==> src/rtl/instr_fetch.sv <==
`default_nettype none
// ============================================================================
// Module      : instr_fetch
// Description : Instruction fetch stage. Holds the PC, issues single-word
//               reads on the instruction memory port, and presents the fetched
//               word to decode. A CU redirect flushes the stage and restarts
//               fetching at the new address.
//               Optional macro FETCH_PREFETCH_EN adds a 2-entry prefetch FIFO
//               behind the output register, so fetching can continue while
//               decode is stalled.
// Revision    : 1.0 - initial release
// ============================================================================
module instr_fetch #(
  parameter logic [31:0] RESET_ADDR = 32'h0000_0000,
  parameter logic [31:0] NOP_WORD   = 32'h0000_0000
) (
  input  logic        clk,
  input  logic        nrst,
  input  logic        i_exec_stall,
  input  logic        i_mem_stall,
  input  logic        i_jump_valid,
  input  logic [31:0] i_jump_addr,
  output logic        o_fetch_stall,
  output logic [31:0] o_instr,
  output logic [31:0] o_instr_addr,
  output logic [31:0] o_imem_addr,
  output logic        o_imem_rd,
  input  logic [31:0] i_imem_data,
  input  logic        i_imem_rdy
);

  typedef enum logic [0:0] {
    ST_BOOT = 1'b0,
    ST_RUN  = 1'b1
  } state_t;

  state_t      state;
  state_t      state_next;

  logic [31:0] pc;
  logic        valid;
  logic [31:0] instr;
  logic [31:0] instr_addr;

  logic        stall;
  logic        consume;
  logic        rd_req;
  logic        handshake;
  logic [31:0] jump_target;

  assign stall       = i_exec_stall | i_mem_stall;
  assign consume     = valid & ~stall;
  assign jump_target = {i_jump_addr[31:2], 2'b00};

`ifdef FETCH_PREFETCH_EN
  // Prefetch FIFO: entries hold fetched word plus its address, oldest first.
  logic [31:0] fifo_data [2];
  logic [31:0] fifo_addr [2];
  logic        wr_ptr;
  logic        rd_ptr;
  logic [1:0]  count;
  logic        fifo_full;
  logic        fifo_empty;
  logic        out_free;
  logic        pop;
  logic        direct;
  logic        push;

  assign fifo_full  = (count == 2'd2);
  assign fifo_empty = (count == 2'd0);
  // Output register frees up this edge when empty or being consumed.
  assign out_free   = ~valid | consume;
  // Older FIFO entries must reach the output before any newly returned word.
  assign pop        = out_free & ~fifo_empty;
  assign direct     = out_free & fifo_empty & handshake;
  assign push       = handshake & ~direct;

  assign rd_req = (state == ST_RUN) & ~i_jump_valid
                & ~(valid & fifo_full & ~consume);
`else
  assign rd_req = (state == ST_RUN) & ~i_jump_valid & (~valid | consume);
`endif

  assign handshake     = rd_req & i_imem_rdy;
  assign o_imem_rd     = rd_req;
  assign o_imem_addr   = pc;
  assign o_instr       = instr;
  assign o_instr_addr  = instr_addr;
  assign o_fetch_stall = ~valid;

  // Next-state: BOOT lasts exactly one cycle, a redirect there also leaves it.
  always_comb begin
    state_next = state;
    case (state)
      ST_BOOT: state_next = ST_RUN;
      ST_RUN:  state_next = ST_RUN;
      default: state_next = ST_BOOT;
    endcase
  end

  // State register.
  always_ff @(posedge clk or negedge nrst) begin
    if (!nrst) begin
      state <= ST_BOOT;
    end else begin
      state <= state_next;
    end
  end

  // PC: redirect wins, otherwise advance one word per accepted request.
  always_ff @(posedge clk or negedge nrst) begin
    if (!nrst) begin
      pc <= RESET_ADDR;
    end else if (i_jump_valid) begin
      pc <= jump_target;
    end else if (handshake) begin
      pc <= pc + 32'd4;
    end
  end

`ifdef FETCH_PREFETCH_EN
  // Output register: flushed on redirect, refilled from FIFO head first,
  // then directly from memory, otherwise emptied once consumed.
  always_ff @(posedge clk or negedge nrst) begin
    if (!nrst) begin
      valid      <= 1'b0;
      instr      <= NOP_WORD;
      instr_addr <= RESET_ADDR;
    end else if (i_jump_valid) begin
      valid <= 1'b0;
      instr <= NOP_WORD;
    end else if (pop) begin
      valid      <= 1'b1;
      instr      <= fifo_data[rd_ptr];
      instr_addr <= fifo_addr[rd_ptr];
    end else if (direct) begin
      valid      <= 1'b1;
      instr      <= i_imem_data;
      instr_addr <= pc;
    end else if (consume) begin
      valid <= 1'b0;
      instr <= NOP_WORD;
    end
  end

  // FIFO storage and pointers; a redirect empties it in the same edge.
  always_ff @(posedge clk or negedge nrst) begin
    if (!nrst) begin
      wr_ptr       <= 1'b0;
      rd_ptr       <= 1'b0;
      count        <= 2'd0;
      fifo_data[0] <= NOP_WORD;
      fifo_data[1] <= NOP_WORD;
      fifo_addr[0] <= RESET_ADDR;
      fifo_addr[1] <= RESET_ADDR;
    end else if (i_jump_valid) begin
      wr_ptr <= 1'b0;
      rd_ptr <= 1'b0;
      count  <= 2'd0;
    end else begin
      if (push) begin
        fifo_data[wr_ptr] <= i_imem_data;
        fifo_addr[wr_ptr] <= pc;
        wr_ptr            <= ~wr_ptr;
      end
      if (pop) begin
        rd_ptr <= ~rd_ptr;
      end
      if (push && !pop) begin
        count <= count + 2'd1;
      end else if (pop && !push) begin
        count <= count - 2'd1;
      end
    end
  end
`else
  // Output register: flushed on redirect, loaded on handshake, emptied once
  // consumed, held otherwise.
  always_ff @(posedge clk or negedge nrst) begin
    if (!nrst) begin
      valid      <= 1'b0;
      instr      <= NOP_WORD;
      instr_addr <= RESET_ADDR;
    end else if (i_jump_valid) begin
      valid <= 1'b0;
      instr <= NOP_WORD;
    end else if (handshake) begin
      valid      <= 1'b1;
      instr      <= i_imem_data;
      instr_addr <= pc;
    end else if (consume) begin
      valid <= 1'b0;
      instr <= NOP_WORD;
    end
  end
`endif

endmodule
`default_nettype wire

==> config.mk <==
export PLATFORM = sky130hd
export DESIGN_NAME = instr_fetch
export DESIGN_NICKNAME = d
export VERILOG_FILES = /design/src/rtl/instr_fetch.sv
export SDC_FILE = /design/constraint.sdc
export NUM_CORES = 1
export LEC_CHECK = 0
export CORE_ASPECT_RATIO = 1.5
export CORE_UTILIZATION = 31
export DETAILED_ROUTE_END_ITERATION = 12
export GPL_ROUTABILITY_DRIVEN = 0
export GPL_TIMING_DRIVEN = 0
export HOLD_SLACK_MARGIN = 0.1
export PLACE_DENSITY_LB_ADDON = 0.08
export SKIP_CTS_REPAIR_TIMING = 1
export SYNTH_ARGS = -nofsm -noshare
export SYNTH_HDL_FRONTEND = slang
export SYNTH_SLANG_ARGS = --single-unit
==> constraint.sdc <==
create_clock -name clk -period 2.39 [get_ports clk]
set_input_delay 0.478 -clock clk [delete_from_list [all_inputs] [get_ports clk]]
set_output_delay 0.478 -clock clk [all_outputs]
set_load 0.01 [all_outputs]
Word level (Yosys, flattened, before mapping)
Cells that the tools add are included.
Widths: inputs -> output; s select.
{ "totals": {"reg_bits": 98, "input_bits": 70, "wordCells": 26} }
{ "op_classes": {"add_sub_neg": 1, "mux": 8, "bitwise_logic": 9, "n_reduce_logical": 3} }
{ "ops": {"columns": ["op", "n"], "rows": [
  ["$mux 32", 5],
  ["$add 32x3->32 const B", 1],
  ["$and 1x1->1", 4],
  ["$mux 1", 3],
  ["$not 1->1", 3],
  ["$reduce_bool 3->1", 1],
  ["$or 1x1->1", 2],
  ["$reduce_and 2->1", 1],
  ["$reduce_bool 2->1", 1]
]} }

Logic depth before layout (Yosys ltp)
Gate-level depths: netlist of run 1.
{ "logic_depth": {"ltp_word": 8, "depth_mapped": 8} }

Worst setup path before layout of run 1
No wires, ideal clock.
{ "synth_path": {"kind": "reg-to-reg", "startpoint": "register pc[2], in the netlist o_imem_addr[2]", "endpoint": "register pc[22], in the netlist o_imem_addr[22]", "setup_time_ps": 126, "t_arrival_ps": 1732, "t_required_ps": 2264, "setup_slack_ps": 532, "stages_incl_launch_ff": 7, "path_buffers": 0, "path_cell_list": "dfrtp_1 > ha_1 > nand4_1 > nor3_2 > nand3_1 > a21o_1 > a221o_1"} }
{ "synth_between": {"elab_chain_len": 3} }
{ "synth_lines": {"columns": ["element", "line_no", "source"], "rows": [
  ["from (decl)", "40", "logic [31:0] pc;"],
  ["from (signal assigned)", "115", "pc <= jump_target;"],
  ["from (signal assigned)", "117", "pc <= pc + 32'd4;"],
  ["$add 32x3->32", "117", null],
  ["$mux 32", "116", "end else if (handshake) begin"],
  ["$mux 32", "114", "end else if (i_jump_valid) begin"]
]} }
No other way between the ends. The select of a mux whose other input is x is not followed.
A chain may end at the register's enable or synchronous reset.

Worst setup path after layout of run 1
Ends and elaborated chain as after synthesis.

==> results_tabular.tex, run 1 <==
\begin{tabular}{lr}
\hline
Metric & Value \\
\hline
\multicolumn{2}{l}{\textbf{Status}} \\
\quad Run status & completed \\
\multicolumn{2}{l}{\textbf{Floorplan}} \\
\quad Die Span Y & 145.1 um \\
\quad Die Outline Area & 14140 um\^{}2 \\
\quad Effective utilization at floorplan & 32.21\% \\
\quad Rows & 51 \\
\quad Total core area & 13150 um\^{}2 \\
\quad Boundary Pins & 168 \\
\quad Die X & 97.42 um \\
\multicolumn{2}{l}{\textbf{Cells and area}} \\
\quad N\_diodes & 0 \\
\quad Area growth syn-to-layout & 50.89\% \\
\quad Core occupancy in the finished layout & 48.60\% \\
\quad Post-route standard cell area excluding fillers & 6389 um\^{}2 \\
\quad Fin nets & 675 \\
\quad Number of fill cells & 1269 \\
\quad Number of standard cells in the layout, taps in and fillers out & 768 \\
\quad Fraction of layout instances using a drive strength above 1 & 9.031\% \\
\multicolumn{2}{l}{\textbf{Clock tree}} \\
\quad Root buffer cell & clkbuf\_16 \\
\quad Post-CTS clock slew at the launch and capture registers of the worst setup and hold paths & 0.07 ns \\
\quad CTS tree & built \\
\quad Number of clock sinks & 94 \\
\quad Number of buffers added by the clock tree synthesis step & 9 \\
\quad Max Buffers Root-to-Sink & 2 \\
\quad Maximum level of the CTS H-tree & 3 \\
\quad Clock latency on the worst-skew pair & 0.34 ns \\
\multicolumn{2}{l}{\textbf{Placed design}} \\
\quad Total half-perimeter wirelength after legalization and detailed placement & 10100 um \\
\quad Total placed cells including tap cells & 752 \\
\quad Post-placement cell area & 6071 um\^{}2 \\
\quad Number of I/O port buffers & 160 \\
\multicolumn{2}{l}{\textbf{Job}} \\
\quad Max-cap violations & 0 \\
\multicolumn{2}{l}{\textbf{Logic synthesis}} \\
\quad Synthesized area per cell & 9.870 um\^{}2 \\
\quad Post-synth EDFFs & 0 \\
\quad Top area cells in the synthesized netlist & dfrtp\_1, nand2\_1, a22o\_1, nand3\_1, buf\_2 \\
\quad Count of warnings emitted by yosys & 0 \\
\quad Most used flip-flop cell after synthesis & dfrtp\_1 \\
\quad Cell variety after synth & 51 \\
\quad Post-synthesis async set-or-reset flop share & 100.0\% \\
\quad Cell area after technology mapping & 4234 um\^{}2 \\
\quad Number of flip-flops and latches in the synthesized netlist & 94 \\
\quad Top-count cell post-synth & nand2\_1 \\
\quad Leading post-synthesis cells by instance count & nand2\_1, dfrtp\_1, a22o\_1, nand3\_1, buf\_2 \\
\quad Synth top area share & 55.56\% \\
\quad Biggest area consumer among synthesized cells & dfrtp\_1 \\
\quad Sequential fraction of the synthesis area & 55.56\% \\
\quad Instance count of the mapped netlist & 429 \\
\multicolumn{2}{l}{\textbf{STA}} \\
\quad Share of the clock period used by the worst path & 94.24\% \\
\quad Minimum clock period & 2.252 ns \\
\quad Fmax & 444.0 MHz \\
\quad Relative slew slack & 50.08\% \\
\quad Largest clock skew in the final design & 0.009120 ns \\
\quad Endpoints failing hold & 0 \\
\quad Count of endpoints failing setup in the final report & 0 \\
\quad Min Hold Slack & 0.1300 ns \\
\quad Worst Tran Pin Value & 0.7419 ns \\
\quad Number of slew-limit violations in the final report & 0 \\
\quad Setup repair after global routing missed its margin & no \\
\multicolumn{2}{l}{\textbf{Worst setup path}} \\
\quad Critical Path Source Type & flop \\
\quad Category of the worst setup path capture point & flop \\
\quad Critical-path cell list & ha\_1 > nand4\_1 > nor3\_2 > nand3\_1 > a21o\_1 > a221o\_1 \\
\quad CP max-delay cell & dfrtp\_1 \\
\quad Critical path data arrival time & 2.48 ns \\
\quad Peak per-stage delay on the critical path & 0.50 ns \\
\quad Critical path fanouts, max & 7 \\
\quad Critical path start-end classification & reg2reg \\
\quad Critical path data required time & 2.61 ns \\
\multicolumn{2}{l}{\textbf{Global route}} \\
\quad Overflow after GRT & 0 \\
\quad Largest net degree at the start of global routing & 54 \\
\quad Vias in the first global route & 4069 \\
\quad Total GRT Usage & 19.59\% \\
\quad Number of antenna violations at the first check in global routing & 0 \\
\quad Global-route wire length before repair & 21850 um \\
\multicolumn{2}{l}{\textbf{Power}} \\
\quad Max IR drop VDD & 0.3236 mV \\
\quad Internal Pwr Total & 3.182 mW \\
\quad Power consumption & 4.400 mW \\
\quad Net switching power of the design & 1.218 mW \\
\quad Relative contribution of sequential cells to total power & 44.2\% \\
\quad Standby leakage power & 2.809 nW \\
\quad Combinational fraction of design power & 22.0\% \\
\quad Clock share of power & 33.9\% \\
\quad PwrDens & 688.7 nW/um\^{}2 \\
\quad Switching power share of the total & 27.68\% \\
\multicolumn{2}{l}{\textbf{Route}} \\
\quad Vias after detailed routing & 3915 \\
\quad Per-cell via count in the routed design & 5.098 \\
\quad Drt pass-1 iters & 4 \\
\quad Drc violations & 0 \\
\quad Routed Antenna Nets & 0 \\
\quad Wirelength per Cell & 17.79 um \\
\quad Routed wire length & 13660 um \\
\quad DR iter-0 viols & 182 \\
\multicolumn{2}{l}{\textbf{Min path}} \\
\quad Class of the most critical hold timing path & in2async \\
\hline
\end{tabular}
layout by cell type, fill, tap and decap left out, types with 5 or more instances in the layout:
| cell type | Yosys | layout |
|---|---|---|
| a221o_1 | 5 | 5 |
| nand2_1 | 121 | 121 |
| inv_1 | 7 | 7 |
| nand3_1 | 21 | 21 |
| nor3_1 | 6 | 6 |
| conb_1 | 2 | 5 |
| a22o_1 | 32 | 32 |
| o311ai_0 | 5 | 5 |
| or3_1 | 5 | 5 |
| clkdlybuf4s50_1 | 0 | 158 |
| nand4_1 | 11 | 11 |
| clkbuf_16 | 0 | 9 |
| buf_4 | 5 | 6 |
| buf_2 | 16 | 16 |
| o211ai_1 | 10 | 10 |
| a21oi_1 | 6 | 6 |
| dfrtp_1 | 94 | 94 |
| clkbuf_1 | 8 | 7 |
| o21ai_0 | 15 | 14 |
| nor2_1 | 9 | 9 |
metal layers:
layer / up-vias / track usage (%) / share of wire [%]
met2: 129 / 35.28 / 51
met5: - / 0 / 0
met1: 1901 / 22.15 / 40
met4: 0 / 6.544 / 2.1
li1: 1869 / - / -
met3: 16 / 5.106 / 6.7
sequential cells by signal (all words and copies together) (netlist names):
name          count
o_instr          32
o_imem_addr      30
o_instr_addr     30
state             1
valid             1
power by group through the flow:
stage	registers [mW]	clock network, mW	logic [mW]
CTS	1.94	1.53	0.982
finish	1.94	1.49	0.966
detailed placement	1.97	0	0.979
global placement	1.97	0	0.961
floorplan	2.03	0	0.275
global route	1.98	1.56	1.05
layout make-up:
type	count	area, um^2	area share [%]
buffer	31	163.9	2.566
clock buffer	11	252.7	3.956
clock inverter	5	57.56	0.9009
inverter	8	30.03	0.4700
multi-input combinational	299	1704	26.67
sequential	94	2352	36.82
tap	159	198.9	3.114
timing repair buffer	161	1629	25.50
cells by family after synthesis:
kind of cell / after synthesis / synth area share, %
and+or+nand+nor: 200 / 22.58
DFF: 94 / 55.56
AOI/OAI and AO/OA: 89 / 15.99
buffers and inverters: 39 / 4.551
xor gates and xnor gates: 3 / 0.6207
other: 2 / 0.1774
adders and majority gates: 1 / 0.2955
muxes: 1 / 0.2364
worst paths after layout:
path	from	end	slack (ns)	depth (start not counted)
worst min register to register	o_instr_addr[19]	o_instr_addr[19]	0.47	2
max in group asynchronous	nrst	state	1.57	2
worst min-delay path	nrst	o_instr_addr[26]	0.13	1
worst max-delay path	o_imem_addr[2]	o_imem_addr[22]	0.14	6
min in group clk	o_instr_addr[19]	o_instr_addr[19]	0.47	2
worst max register to register	o_imem_addr[2]	o_imem_addr[22]	0.14	6
stage by stage:
stage / setup TNS, ns / worst slack (ns)
2_1_floorplan: 0 / 0.5318
3_3_place_gp: -281.70 / -2.888
3_5_place_dp: -14.76 / -0.2949
4_1_cts: -0.2358 / -0.2358
5_1_grt: 0 / 0.05398
6_report: 0 / 0.1376
critical path, delay by kind of cell, from the launching register on:
kind | cells | cell delay [ns]
AOI/OAI and AO/OA | 2 | 0.50
and+or+nand+nor | 3 | 0.76
adders and majority gates | 1 | 0.37
DFF | 1 | 0.50
Power figures use the tool's default switching activity.
==> run 2: changes to the inputs <==
- CAP_MARGIN: default -> 30
==> results of run 2 <==
No change in the layout: final DEF, timing and power equal those of run 1.
==> run 3: changes to the inputs <==
- PLACE_DENSITY_LB_ADDON: 0.08 -> default
==> results_tabular.tex, run 3 (synthesis gave the netlist of run 1 again) <==
\begin{tabular}{lr}
\hline
Metric & Value \\
\hline
\multicolumn{2}{l}{\textbf{Cells and area}} \\
\quad Fraction of layout instances using a drive strength above 1 & 9.016\% (-0.015 points) \\
\quad Most common cell after layout, fill and taps aside & clkdlybuf4s50\_1 \\
\quad Post-route standard cell area excluding fillers & 6412 um\^{}2 (+0.37\%) \\
\quad Area growth syn-to-layout & 51.45\% \\
\quad Most frequent cells in the layout & clkdlybuf4s50\_1, nand2\_1, dfrtp\_1 \\
\quad N\_diodes & 0 (unchanged) \\
\quad Flip-flop count of the largest register, all copies and words added & 32 (unchanged) \\
\quad Core occupancy in the finished layout & 48.78\% (+0.18 points) \\
\quad Fin nets & 676 (+0.15\%) \\
\multicolumn{2}{l}{\textbf{Power}} \\
\quad Power consumption & 4.483 mW (+1.9\%) \\
\quad Internal Pwr Total & 3.263 mW (+2.6\%) \\
\quad PwrDens & 699.1 nW/um\^{}2 (+1.5\%) \\
\quad Switching power share of the total & 27.20\% (-0.48 points) \\
\quad Max IR drop VDD & 0.3777 mV (+17\%) \\
\quad Standby leakage power & 2.806 nW (-0.13\%) \\
\quad Net switching power of the design & 1.219 mW (+0.11\%) \\
\quad Combinational fraction of design power & 21.7\% (-0.3 points) \\
\quad Clock share of power & 35.0\% (+1.1 points) \\
\quad Relative contribution of sequential cells to total power & 43.3\% (-0.9 points) \\
\multicolumn{2}{l}{\textbf{Placed design}} \\
\quad Number of I/O port buffers & 160 (unchanged) \\
\quad Post-placement cell area & 6071 um\^{}2 (unchanged) \\
\quad Total half-perimeter wirelength after legalization and detailed placement & 10110 um (about the same) \\
\multicolumn{2}{l}{\textbf{STA}} \\
\quad Share of the clock period used by the worst path & 100.4\% (+6.1 points) \\
\quad Worst Tran Pin Value & 0.7114 ns (-0.03046 ns) \\
\quad Setup repair after global routing missed its margin & yes \\
\quad Minimum clock period & 2.399 ns (+0.1461 ns) \\
\quad Endpoints failing hold & 0 (unchanged) \\
\quad Setup Total Neg Slack & -0.008504 ns (-0.008504 ns) \\
\quad Largest clock skew in the final design & 0.009459 ns (+0.0003390 ns) \\
\quad Relative slew slack & 52.13\% (+2.0 points) \\
\quad Count of endpoints failing setup in the final report & 1 (+1) \\
\quad Number of slew-limit violations in the final report & 0 (unchanged) \\
\quad Fmax & 416.9 MHz (-6.1\%) \\
\quad Worst Setup Slack, final & -0.008504 ns (-0.1461 ns) \\
\multicolumn{2}{l}{\textbf{Floorplan}} \\
\quad Boundary Pins & 168 (unchanged) \\
\quad Effective utilization at floorplan & 32.21\% (unchanged) \\
\quad Die Outline Area & 14140 um\^{}2 (unchanged) \\
\quad Die Span Y & 145.1 um (unchanged) \\
\quad Total core area & 13150 um\^{}2 (unchanged) \\
\quad Die X & 97.42 um (unchanged) \\
\quad Rows & 51 (unchanged) \\
\multicolumn{2}{l}{\textbf{Global route}} \\
\quad Vias in the first global route & 4177 (+2.7\%) \\
\quad Global-route wire length before repair & 22250 um (+1.8\%) \\
\quad Total GRT Usage & 19.90\% (+0.31 points) \\
\quad Overflow after GRT & 0 (unchanged) \\
\quad Number of antenna violations at the first check in global routing & 0 (unchanged) \\
\quad Largest net degree at the start of global routing & 64 (+19\%) \\
\multicolumn{2}{l}{\textbf{Worst setup path}} \\
\quad Peak per-stage delay on the critical path & 0.54 ns (+0.04 ns) \\
\quad Critical-path cell list & clkdlybuf4s50\_1 > o21ai\_2 > and3\_1 > clkdlybuf4s50\_1 \\
\quad Critical path data required time & 1.91 ns (-0.70 ns) \\
\quad Most repeated library cell on the critical path & clkdlybuf4s50\_1 \\
\quad CP max-delay cell & clkdlybuf4s50\_1 \\
\quad Category of the worst setup path capture point & output pin \\
\quad Critical path fanouts, max & 4 (-3) \\
\quad Critical Path Source Type & input port \\
\quad Critical path data arrival time & 1.92 ns (-0.56 ns) \\
\quad Buffers and inverters on the worst path & 2 (+2) \\
\quad Critical path start-end classification & in2out \\
\quad Worst path top cell family by delay & buffers and inverters \\
\multicolumn{2}{l}{\textbf{Clock tree}} \\
\quad Maximum level of the CTS H-tree & 3 (unchanged) \\
\quad Root buffer cell & clkbuf\_16 \\
\quad Clock latency on the worst-skew pair & 0.34 ns (about the same) \\
\quad Number of buffers added by the clock tree synthesis step & 9 (unchanged) \\
\quad Max Buffers Root-to-Sink & 2 (unchanged) \\
\quad Number of clock sinks & 94 (unchanged) \\
\quad Post-CTS clock slew at the launch and capture registers of the worst setup and hold paths & 0.07 ns (about the same) \\
\quad CTS tree & built \\
\multicolumn{2}{l}{\textbf{Route}} \\
\quad Routed Antenna Nets & 0 (unchanged) \\
\quad Routed wire length & 13620 um (-0.32\%) \\
\quad Wirelength per Cell & 17.71 um (-0.45\%) \\
\quad Per-cell via count in the routed design & 5.099 (about the same) \\
\quad Vias after detailed routing & 3921 (+0.15\%) \\
\quad Drc violations & 0 (unchanged) \\
\quad Drt pass-1 iters & 4 (unchanged) \\
\quad DR iter-0 viols & 188 (+3.3\%) \\
\multicolumn{2}{l}{\textbf{Status}} \\
\quad Run status & complete, but fails checks \\
\quad Violations in the final reports & negative setup slack \\
\multicolumn{2}{l}{\textbf{Min path}} \\
\quad Class of the most critical hold timing path & reg2reg \\
\multicolumn{2}{l}{\textbf{Job}} \\
\quad Max-cap violations & 0 (unchanged) \\
\hline
\end{tabular}
==> run 3: stage by stage <==
stage	worst slack (ns)	hold WS, ns	cells
floorplan	0.5318	0.1824	432
global placement	-2.725	0.4567	751
detailed placement	-0.4294	0.4497	752
CTS	-0.2262	0.07727	768
global route	-0.06617	0.5005	769
finish	-0.008504	0.4738	769
==> run 3: final cells by class <==
type                    instances  area, um^2
fillers                      1245        6733
flip-flops and latches         94        2352
multi-input cells             299        1704
repair buffers                162        1637
clock buffers                  11       242.7
well taps                     159       198.9
plain buffers                  31       165.2
clock inverters                 5       82.58
inverters                       8       30.03
==> run 3: power groups by stage <==
stage | logic, mW | clock network, mW | registers, mW
after CTS | 0.985 | 1.62 | 1.94
after floorplan | 0.275 | 0 | 2.03
after global placement | 0.962 | 0 | 1.97
after detailed placement | 0.981 | 0 | 1.97
after global routing | 1.06 | 1.68 | 1.97
final | 0.974 | 1.57 | 1.94
==> run 3: path summary, 6_finish.rpt <==
path,start,to,slack [ns],cells after the start
setup / recovery,i_mem_stall,o_imem_rd,-0.009,4
hold / removal,o_instr_addr[17],o_instr_addr[17],0.47,2
setup reg to reg,o_imem_addr[3],o_imem_addr[22],0.19,6
hold reg to reg,o_instr_addr[17],o_instr_addr[17],0.47,2
max in group asynchronous,nrst,o_imem_addr[7],1.09,3
min in group asynchronous,nrst,o_instr[23],0.62,2
==> run 3: worst register-to-register path, cell delays in order, from the launching register on <==
cell and delay [ns]:
dfrtp_1 0.49, ha_1 0.37, nand4_1 0.20, nor3_2 0.39
nand3_1 0.15, a21o_1 0.20, a221o_1 0.28
==> run 3: per-layer routing <==
layer  track usage [%]  vias to the layer above  wire length (um)
li1                  -                     1877                 -
met1             22.56                     1880              5164
met2             35.07                      143              7144
met3             5.058                       21               922
met4             8.309                        0               388
met5                 0                        -                 0
